## src/rtl/vga_timing_gen.sv

```systemverilog
// vga_timing_gen: VGA-style raster timing generator with a clk-to-pixel
// prescaler, sync pulses, blanking, active-area coordinates and
// line/frame strobes. Defining VGA_TIMING_LOOKAHEAD_EN adds the
// nxt_x / nxt_y / nxt_valid ports, which give the next pixel's coordinate
// and active flag one pixel period early.
//
// hcount/vcount hold the pixel that the next pixel strobe emits. On a
// strobe, every output register is loaded from the decode of that pixel,
// and the counters step to the following pixel in the same edge. The
// outputs therefore always describe one pixel together, and the first
// strobe after reset emits pixel (0,0) with frame_start.
module vga_timing_gen #(
  parameter int H_ACTIVE = 640,
  parameter int H_FP     = 16,
  parameter int H_SYNC   = 96,
  parameter int H_BP     = 48,
  parameter int V_ACTIVE = 480,
  parameter int V_FP     = 10,
  parameter int V_SYNC   = 2,
  parameter int V_BP     = 33,
  parameter bit HS_POL   = 1'b0,
  parameter bit VS_POL   = 1'b0,
  parameter int CLK_DIV  = 2,
  parameter int CW       = 10
)(
  input  logic          clk,
  input  logic          rst,
  input  logic          en,
  output logic          h_sync,
  output logic          v_sync,
  output logic          blank_n,
  output logic          sync_n,
  output logic [CW-1:0] posx,
  output logic [CW-1:0] posy,
  output logic          pix_en,
  output logic          line_start,
  output logic          frame_start,
  output logic [7:0]    frame_cnt
`ifdef VGA_TIMING_LOOKAHEAD_EN
  ,
  output logic [CW-1:0] nxt_x,
  output logic [CW-1:0] nxt_y,
  output logic          nxt_valid
`endif
);

  localparam int H_TOTAL = H_ACTIVE + H_FP + H_SYNC + H_BP;
  localparam int V_TOTAL = V_ACTIVE + V_FP + V_SYNC + V_BP;
  localparam int PW      = (CLK_DIV > 1) ? $clog2(CLK_DIV) : 1;

  localparam logic [PW-1:0] P_LAST = PW'(CLK_DIV - 1);
  localparam logic [CW-1:0] H_LAST = CW'(H_TOTAL - 1);
  localparam logic [CW-1:0] V_LAST = CW'(V_TOTAL - 1);
  localparam logic [CW-1:0] H_ACT  = CW'(H_ACTIVE);
  localparam logic [CW-1:0] V_ACT  = CW'(V_ACTIVE);
  localparam logic [CW-1:0] HS_BEG = CW'(H_ACTIVE + H_FP);
  localparam logic [CW-1:0] HS_END = CW'(H_ACTIVE + H_FP + H_SYNC);
  localparam logic [CW-1:0] VS_BEG = CW'(V_ACTIVE + V_FP);
  localparam logic [CW-1:0] VS_END = CW'(V_ACTIVE + V_FP + V_SYNC);

  logic [PW-1:0] presc;
  logic [CW-1:0] hcount, vcount;
  logic [CW-1:0] h_nxt, v_nxt;
  logic          strobe, h_wrap, v_wrap, active;
  logic          started;   // a pixel has been emitted since reset

  assign strobe = en && (presc == P_LAST);
  assign h_wrap = (hcount == H_LAST);
  assign v_wrap = (vcount == V_LAST);
  assign h_nxt  = h_wrap ? '0 : hcount + 1'b1;
  assign v_nxt  = h_wrap ? (v_wrap ? '0 : vcount + 1'b1) : vcount;
  assign active = (hcount < H_ACT) && (vcount < V_ACT);

  // Composite sync is not generated; the pin stays inactive.
  assign sync_n = 1'b1;

  // Prescaler: counts enabled clks, strobe on the last count.
  always_ff @(posedge clk) begin
    if (rst)     presc <= '0;
    else if (en) presc <= (presc == P_LAST) ? '0 : presc + 1'b1;
  end

  // Raster position: step one pixel per strobe, wrap line then frame.
  always_ff @(posedge clk) begin
    if (rst) begin
      hcount <= '0;
      vcount <= '0;
    end else if (strobe) begin
      hcount <= h_nxt;
      vcount <= v_nxt;
    end
  end

  // Output registers: decode the emitted pixel; pulses only on a strobe.
  always_ff @(posedge clk) begin
    if (rst) begin
      started     <= 1'b0;
      h_sync      <= ~HS_POL;
      v_sync      <= ~VS_POL;
      blank_n     <= 1'b0;
      posx        <= '0;
      posy        <= '0;
      pix_en      <= 1'b0;
      line_start  <= 1'b0;
      frame_start <= 1'b0;
      frame_cnt   <= '0;
    end else begin
      pix_en      <= strobe;
      line_start  <= strobe && (hcount == '0);
      frame_start <= strobe && (hcount == '0) && (vcount == '0);
      if (strobe) begin
        started <= 1'b1;
        blank_n <= active;
        posx    <= active ? hcount : '0;
        posy    <= active ? vcount : '0;
        h_sync  <= (hcount >= HS_BEG && hcount < HS_END) ? HS_POL : ~HS_POL;
        v_sync  <= (vcount >= VS_BEG && vcount < VS_END) ? VS_POL : ~VS_POL;
        // Count a frame when pixel (0,0) is re-entered after a wrap, so the
        // new count appears together with that frame's frame_start.
        if (started && hcount == '0 && vcount == '0)
          frame_cnt <= frame_cnt + 8'd1;
      end
    end
  end

`ifdef VGA_TIMING_LOOKAHEAD_EN
  logic nxt_act;
  assign nxt_act = (h_nxt < H_ACT) && (v_nxt < V_ACT);

  // Lookahead: decode of the pixel the following strobe will emit.
  always_ff @(posedge clk) begin
    if (rst) begin
      nxt_x     <= '0;
      nxt_y     <= '0;
      nxt_valid <= 1'b0;
    end else if (strobe) begin
      nxt_x     <= nxt_act ? h_nxt : '0;
      nxt_y     <= nxt_act ? v_nxt : '0;
      nxt_valid <= nxt_act;
    end
  end
`endif

endmodule
```

## config.mk

```make
export PLATFORM = sky130hd
export DESIGN_NAME = vga_timing_gen
export DESIGN_NICKNAME = d
export VERILOG_FILES = /design/src/rtl/vga_timing_gen.sv
export SDC_FILE = /design/constraint.sdc
export NUM_CORES = 1
export LEC_CHECK = 0
export CAP_MARGIN = 20
export CORE_UTILIZATION = 53
export CTS_BUF_LIST = sky130_fd_sc_hd__clkbuf_8 sky130_fd_sc_hd__clkbuf_16
export DETAILED_ROUTE_END_ITERATION = 6
export HOLD_SLACK_MARGIN = 0.06
export PLACE_DENSITY_LB_ADDON = 0.12
export SLEW_MARGIN = 15
export SYNTH_ARGS = -nofsm -noshare
export SYNTH_HDL_FRONTEND = slang
export SYNTH_SLANG_ARGS = --single-unit
```

## constraint.sdc

```tcl
create_clock -name clk -period 2.6 [get_ports clk]
set_clock_uncertainty 0.2 [all_clocks]
set_input_delay 0.52 -clock clk [delete_from_list [all_inputs] [get_ports clk]]
set_output_delay 0.52 -clock clk [all_outputs]
set_load 0.03 [all_outputs]
```

## After elaboration in Yosys (flattened, before gate mapping)

Index checks and enable logic that the tools add are counted.
W data, S select, Z words.

- Register bits: 56
- Bits in latches: 0
- Bits in writable memories: 0
- Memory bits (read-only): 0
- Input port bits: 3
- Output and inout port bits: 35
- Logic and storage cells: 44
- Memories: 0

- Add/sub/neg operators: 4
- $mul: 0
- Divide/modulo/power cells: 0
- $lt $le $gt $ge: 6
- Eq/ne operators: 2
- Shift-type cells: 0
- Mux-type cells: 7
- Bitwise gates (word level): 0
- Reductions and logical operators: 12

Operator list:

| operator | count |
|---|---|
| $mux W10 | 4 |
| $add A10 B1 Y10 const B | 2 |
| $eq A10 B10 Y1 const B | 2 |
| $logic_not A10 Y1 | 2 |
| $lt A10 B10 Y1 const B | 2 |
| $lt A10 B9 Y1 const B | 2 |
| $ge A10 B10 Y1 const B | 1 |
| $ge A10 B9 Y1 const B | 1 |
| $add A8 B1 Y8 const B | 1 |
| $logic_and A1 B1 Y1 | 8 |
| $reduce_and A2 Y1 | 2 |
| $mux W1 | 3 |
| $add A1 B1 Y1 const B | 1 |

## Depth between registers and ports, before layout

- Depth after elaboration: 4
- Mapped depth: 7
- Mapped depth without buffers: 6

## Worst setup path before layout

Ideal clock, no wire load.

- Kind: reg-to-reg
- Start: register hcount[5]
- End: register vcount[8]
- Setup time: 0.070 ns
- Arrival: 1.983 ns
- Data required time: 2.330 ns
- Slack: 0.347 ns
- Cell stages (with the launch flop): 6
- Buffers on the path: 1
- Period minus slack after synthesis: 2.253 ns
- Cell sequence: dfxtp_1 > buf_6 > or3_4 > or4_4 > or4_1 > a21oi_1

- Cells in the longest elaborated chain, start to end: 2

RTL lines:

| item | line | RTL |
|---|---|---|
| start: declaration | 62 | `logic [CW-1:0] hcount, vcount;` |
| start signal: assignment | 89 | `hcount <= h_nxt;` |
| $eq A10 B10 Y1 | 68 | `assign h_wrap = (hcount == H_LAST);` |
| $reduce_and A2 Y1 (no line) | -- |  |
| end signal: assignment | 90 | `vcount <= v_nxt;` |
| end: declaration | 62 |  |

No other way between the ends.
A chain may end at the register's enable or synchronous reset.

## Worst setup path after layout

- Start: register hcount[0]
- End: register vcount[8]

Same word-level chain as after synthesis.

==> results_tabular.tex <==
\begin{tabular}{lr}
\hline
Metric & Value \\
\hline
\multicolumn{2}{l}{\textbf{Status}} \\
\quad Result of the run & completed \\
\multicolumn{2}{l}{\textbf{Setup path}} \\
\quad Peak per-stage delay on the critical path & 0.56 ns \\
\quad Signal arrival time at the worst endpoint & 2.49 ns \\
\quad Worst path slowest cell & sky130\_fd\_sc\_hd\_\_or4\_4 \\
\quad Critical Path RT & 2.65 ns \\
\quad Type of element launching the critical path & register \\
\quad Largest fanout of any net on the critical path & 5 \\
\quad Critical path type & register to register \\
\quad Crit end category & register \\
\quad CP cell instances & ha\_1 -> nand4\_1 -> or4\_4 -> or4\_1 -> a21oi\_1 \\
\multicolumn{2}{l}{\textbf{Detailed routing}} \\
\quad Vias per std cell & 5.88 \\
\quad Drt total wl & 5.27 mm \\
\quad Via count of the routed design & 2083 \\
\quad Number of remaining DRC errors & 0 \\
\quad Iter 0 DRT Violations & 92 \\
\quad Detailed-routing iteration count for the pre-antenna-repair pass & 4 \\
\quad Antenna viol nets, final & 0 \\
\quad Drt wl/cell & 14.9 um \\
\multicolumn{2}{l}{\textbf{Floorplan}} \\
\quad Number of core rows & 24 \\
\quad Die X & 70.2 um \\
\quad Total Die Area & 4920 um2 \\
\quad Die Y-Extent & 70.2 um \\
\quad Initial core utilization & 0.558 \\
\quad Core area & 4410 um2 \\
\quad Number of primary I/O pins & 38 \\
\multicolumn{2}{l}{\textbf{Final layout}} \\
\quad Register area & 1120 um2 \\
\quad Syn-to-layout area delta & 19.9\% \\
\quad Fraction of layout cells with a size suffix above 1 & 0.106 \\
\quad Final antenna diode count & 0 \\
\quad Fin nets & 309 \\
\quad Total area of multi-input combinational cells & 1150 um2 \\
\quad Utilization after layout & 0.669 \\
\quad Fillers & 391 \\
\multicolumn{2}{l}{\textbf{Clocking}} \\
\quad Clock tree root buffer cell & sky130\_fd\_sc\_hd\_\_clkbuf\_8 \\
\quad CTS clk-pin slew, worst paths & 0.09 ns \\
\quad \# resized after CTS & 0 \\
\quad CTS Sinks & 56 \\
\quad H-Tree Level Count & 2 \\
\quad Number of hold-repair buffers added at the cts stage & 0 \\
\quad TritonCTS buffer count & 5 \\
\quad Maximum count of clock buffers along a single path & 2 \\
\quad CTS tree & yes \\
\quad Worst skew pair latency & 0.31 ns \\
\quad Post-CTS Setup Bufs & 0 \\
\multicolumn{2}{l}{\textbf{Pwr}} \\
\quad Combinational power share & 0.068 \\
\quad Design Power & 1.45 mW \\
\quad Portion of total power attributed to the clock network & 0.326 \\
\quad Power Density & 489 nW/um2 \\
\quad Standby leakage power & 1.03 nW \\
\quad Switching Share & 0.229 \\
\quad Register share of total power & 0.606 \\
\quad Net load switching power & 0.331 mW \\
\quad Peak ir drop on the vdd network & 0.000356 V \\
\quad Int Power & 1.11 mW \\
\multicolumn{2}{l}{\textbf{Logic synthesis}} \\
\quad Sequential cell area fraction in the yosys report & 0.455 \\
\quad Cell types with the largest area share after synthesis & sky130\_fd\_sc\_hd\_\_dfxtp\_1, sky130\_fd\_sc\_hd\_\_a22o\_1, sky130\_fd\_sc\_hd\_\_nor2\_1, sky130\_fd\_sc\_hd\_\_xnor2\_1, sky130\_fd\_sc\_hd\_\_a21oi\_1 \\
\quad Post-synthesis instance area & 2460 um2 \\
\quad Net count after synthesis & 267 \\
\quad Post-synth top flop & sky130\_fd\_sc\_hd\_\_dfxtp\_1 \\
\quad Warning count from the yosys run & 0 \\
\quad Count of flip-flops with a built-in enable after synthesis & 0 \\
\quad Synth top area share & 0.455 \\
\quad Number of distinct library cell variants in the gate-level netlist after synthesis & 45 \\
\quad Instance count of the mapped netlist & 259 \\
\quad Total of flip-flops plus latches after synthesis & 56 \\
\quad Average cell area after synthesis & 9.51 um2 \\
\quad Share of synthesized flip-flops with an asynchronous set or reset & 0 \\
\quad Leading area contributor after synthesis & sky130\_fd\_sc\_hd\_\_dfxtp\_1 \\
\multicolumn{2}{l}{\textbf{Timing}} \\
\quad Unrepaired setup endpoints after global routing & false \\
\quad Minimum clock period after layout & 2.44 ns \\
\quad Actual transition at the worst max-transition pin & 0.563 ns \\
\quad Headroom to the max-slew limit & 0.621 \\
\quad Final slew viol count & 0 \\
\quad Final cycle utilization of the critical path & 0.940 \\
\quad Maximum operating frequency & 0.409 GHz \\
\quad Total of endpoints with negative setup slack in the final report & 0 \\
\quad Final-report hold violation count & 0 \\
\multicolumn{2}{l}{\textbf{Place}} \\
\quad Routability-driven placement congestion ratio & 0.879 \\
\quad Total half-perimeter wirelength after legalization and detailed placement & 3.69 mm \\
\quad Port-buffer cells & 36 \\
\multicolumn{2}{l}{\textbf{Global route}} \\
\quad Pin count of the biggest net entering global routing & 22 \\
\quad Overflow after GRT & 0 \\
\quad Total global routing track utilization & 0.219 \\
\quad Wire length of the first global-routing pass & 8.58 mm \\
\quad Via count of the first global-routing pass & 1898 \\
\quad Initial antenna violation count & 0 \\
\multicolumn{2}{l}{\textbf{Job}} \\
\quad Reported max-cap violation count & 0 \\
\multicolumn{2}{l}{\textbf{Worst hold path}} \\
\quad Kind of path behind the tightest hold check & register to register \\
\hline
\end{tabular}
[worst max-delay path, delay by kind of cell, from the launching register on]
family,cells,cell delay [ns]
flip-flops,1,0.45
adder cells (fa/ha/maj),1,0.25
AND/OR/NAND/NOR,3,1.33
AO/OA/AOI/OAI,1,0.15
[cell usage after synthesis (all sizes together) (2+ instances only)]
cell / n
a21oi: 15
a22o: 19
and2: 2
and3: 2
and4: 3
buf: 6
clkbuf: 11
dfxtp: 56
ha: 5
inv: 6
mux2: 2
nand2: 15
nand3: 11
nand4: 12
nor2: 22
nor2b: 4
nor3: 8
nor4: 9
o21ai: 3
o31ai: 8
or3: 4
or4: 8
xnor2: 9
xor2: 4
[cell type report]
type,instances,share of cell area
clock inverters,2,0.00254
well taps,52,0.0220
inverters,6,0.00763
repair buffers,55,0.170
multi-input cells,177,0.390
clock buffers,6,0.0280
flip-flops and latches,56,0.380
[cells by family after synthesis]
family | synth area share
other | 0.00152
XOR/XNOR | 0.0462
flip-flops | 0.455
AO/OA/AOI/OAI | 0.150
adder cells (fa/ha/maj) | 0.0254
buffers and inverters | 0.0772
AND/OR/NAND/NOR | 0.235
multiplexers | 0.00915
[final timing paths]
check	slack [ns]	cells after the start	startpoint	endpoint
worst max-delay path	0.16	5	hcount[0]	vcount[8]
worst min register to register	0.27	1	blank_n	blank_n
worst min-delay path	0.27	1	blank_n	blank_n
worst max register to register	0.16	5	hcount[0]	vcount[8]
[state kept, by name (all words and copies together) (netlist names), 8 cells and up]
name,flops
posx,10
vcount,10
frame_cnt,8
hcount,10
posy,10
[power groups by stage]
stage,clock network (mW),registers [mW],logic [mW]
after global routing,0.522,0.877,0.107
after floorplan,0,0.903,0.0515
after global placement,0,0.895,0.0964
after CTS,0.490,0.875,0.0981
final,0.472,0.875,0.0981
after detailed placement,0,0.895,0.0975
[layer usage]
layer	GRT usage	wire length (um)
met5	0	0
met4	0.0889	63
met3	0.0491	205
met2	0.357	2450
met1	0.281	2550
[through the flow]
| step | std cells | TNS [ns] | setup WS, ns | hold WS, ns | cell area (um2) |
|---|---|---|---|---|---|
| floorplan | 259 | 0 | 0.347 | 0.273 | 2460 |
| global placement | 346 | -0.160 | -0.0773 | 0.232 | 2860 |
| detailed placement | 346 | -0.286 | -0.112 | 0.243 | 2860 |
| CTS | 354 | 0 | 0.193 | 0.269 | 2950 |
| global route | 354 | 0 | 0.0905 | 0.297 | 2950 |
| finish | 354 | 0 | 0.156 | 0.267 | 2950 |
[cells in the final DEF, fill, tap and decap left out, types with 2 or more instances in the layout]
master	synthesis	layout
sky130_fd_sc_hd__clkbuf_8	2	6
sky130_fd_sc_hd__nand2_1	15	15
sky130_fd_sc_hd__inv_1	6	8
sky130_fd_sc_hd__and2_1	2	2
sky130_fd_sc_hd__dfxtp_1	56	56
sky130_fd_sc_hd__buf_4	4	19
sky130_fd_sc_hd__nor3_1	8	8
sky130_fd_sc_hd__xor2_1	4	4
sky130_fd_sc_hd__clkdlybuf4s50_1	0	36
sky130_fd_sc_hd__ha_1	5	5
sky130_fd_sc_hd__and4_1	3	3
sky130_fd_sc_hd__nor2_1	22	22
sky130_fd_sc_hd__or3_1	2	2
sky130_fd_sc_hd__o31ai_1	8	8
sky130_fd_sc_hd__or4_1	7	7
sky130_fd_sc_hd__a22o_1	18	18
sky130_fd_sc_hd__a21oi_1	15	15
sky130_fd_sc_hd__nand3_1	11	11
sky130_fd_sc_hd__mux2_2	2	2
sky130_fd_sc_hd__and3_1	2	2
sky130_fd_sc_hd__nand4_1	12	12
sky130_fd_sc_hd__xnor2_1	9	9
sky130_fd_sc_hd__nor2b_1	4	4
sky130_fd_sc_hd__o21ai_0	3	3
sky130_fd_sc_hd__nor4_1	9	9
(Power assumes the default switching activity.)
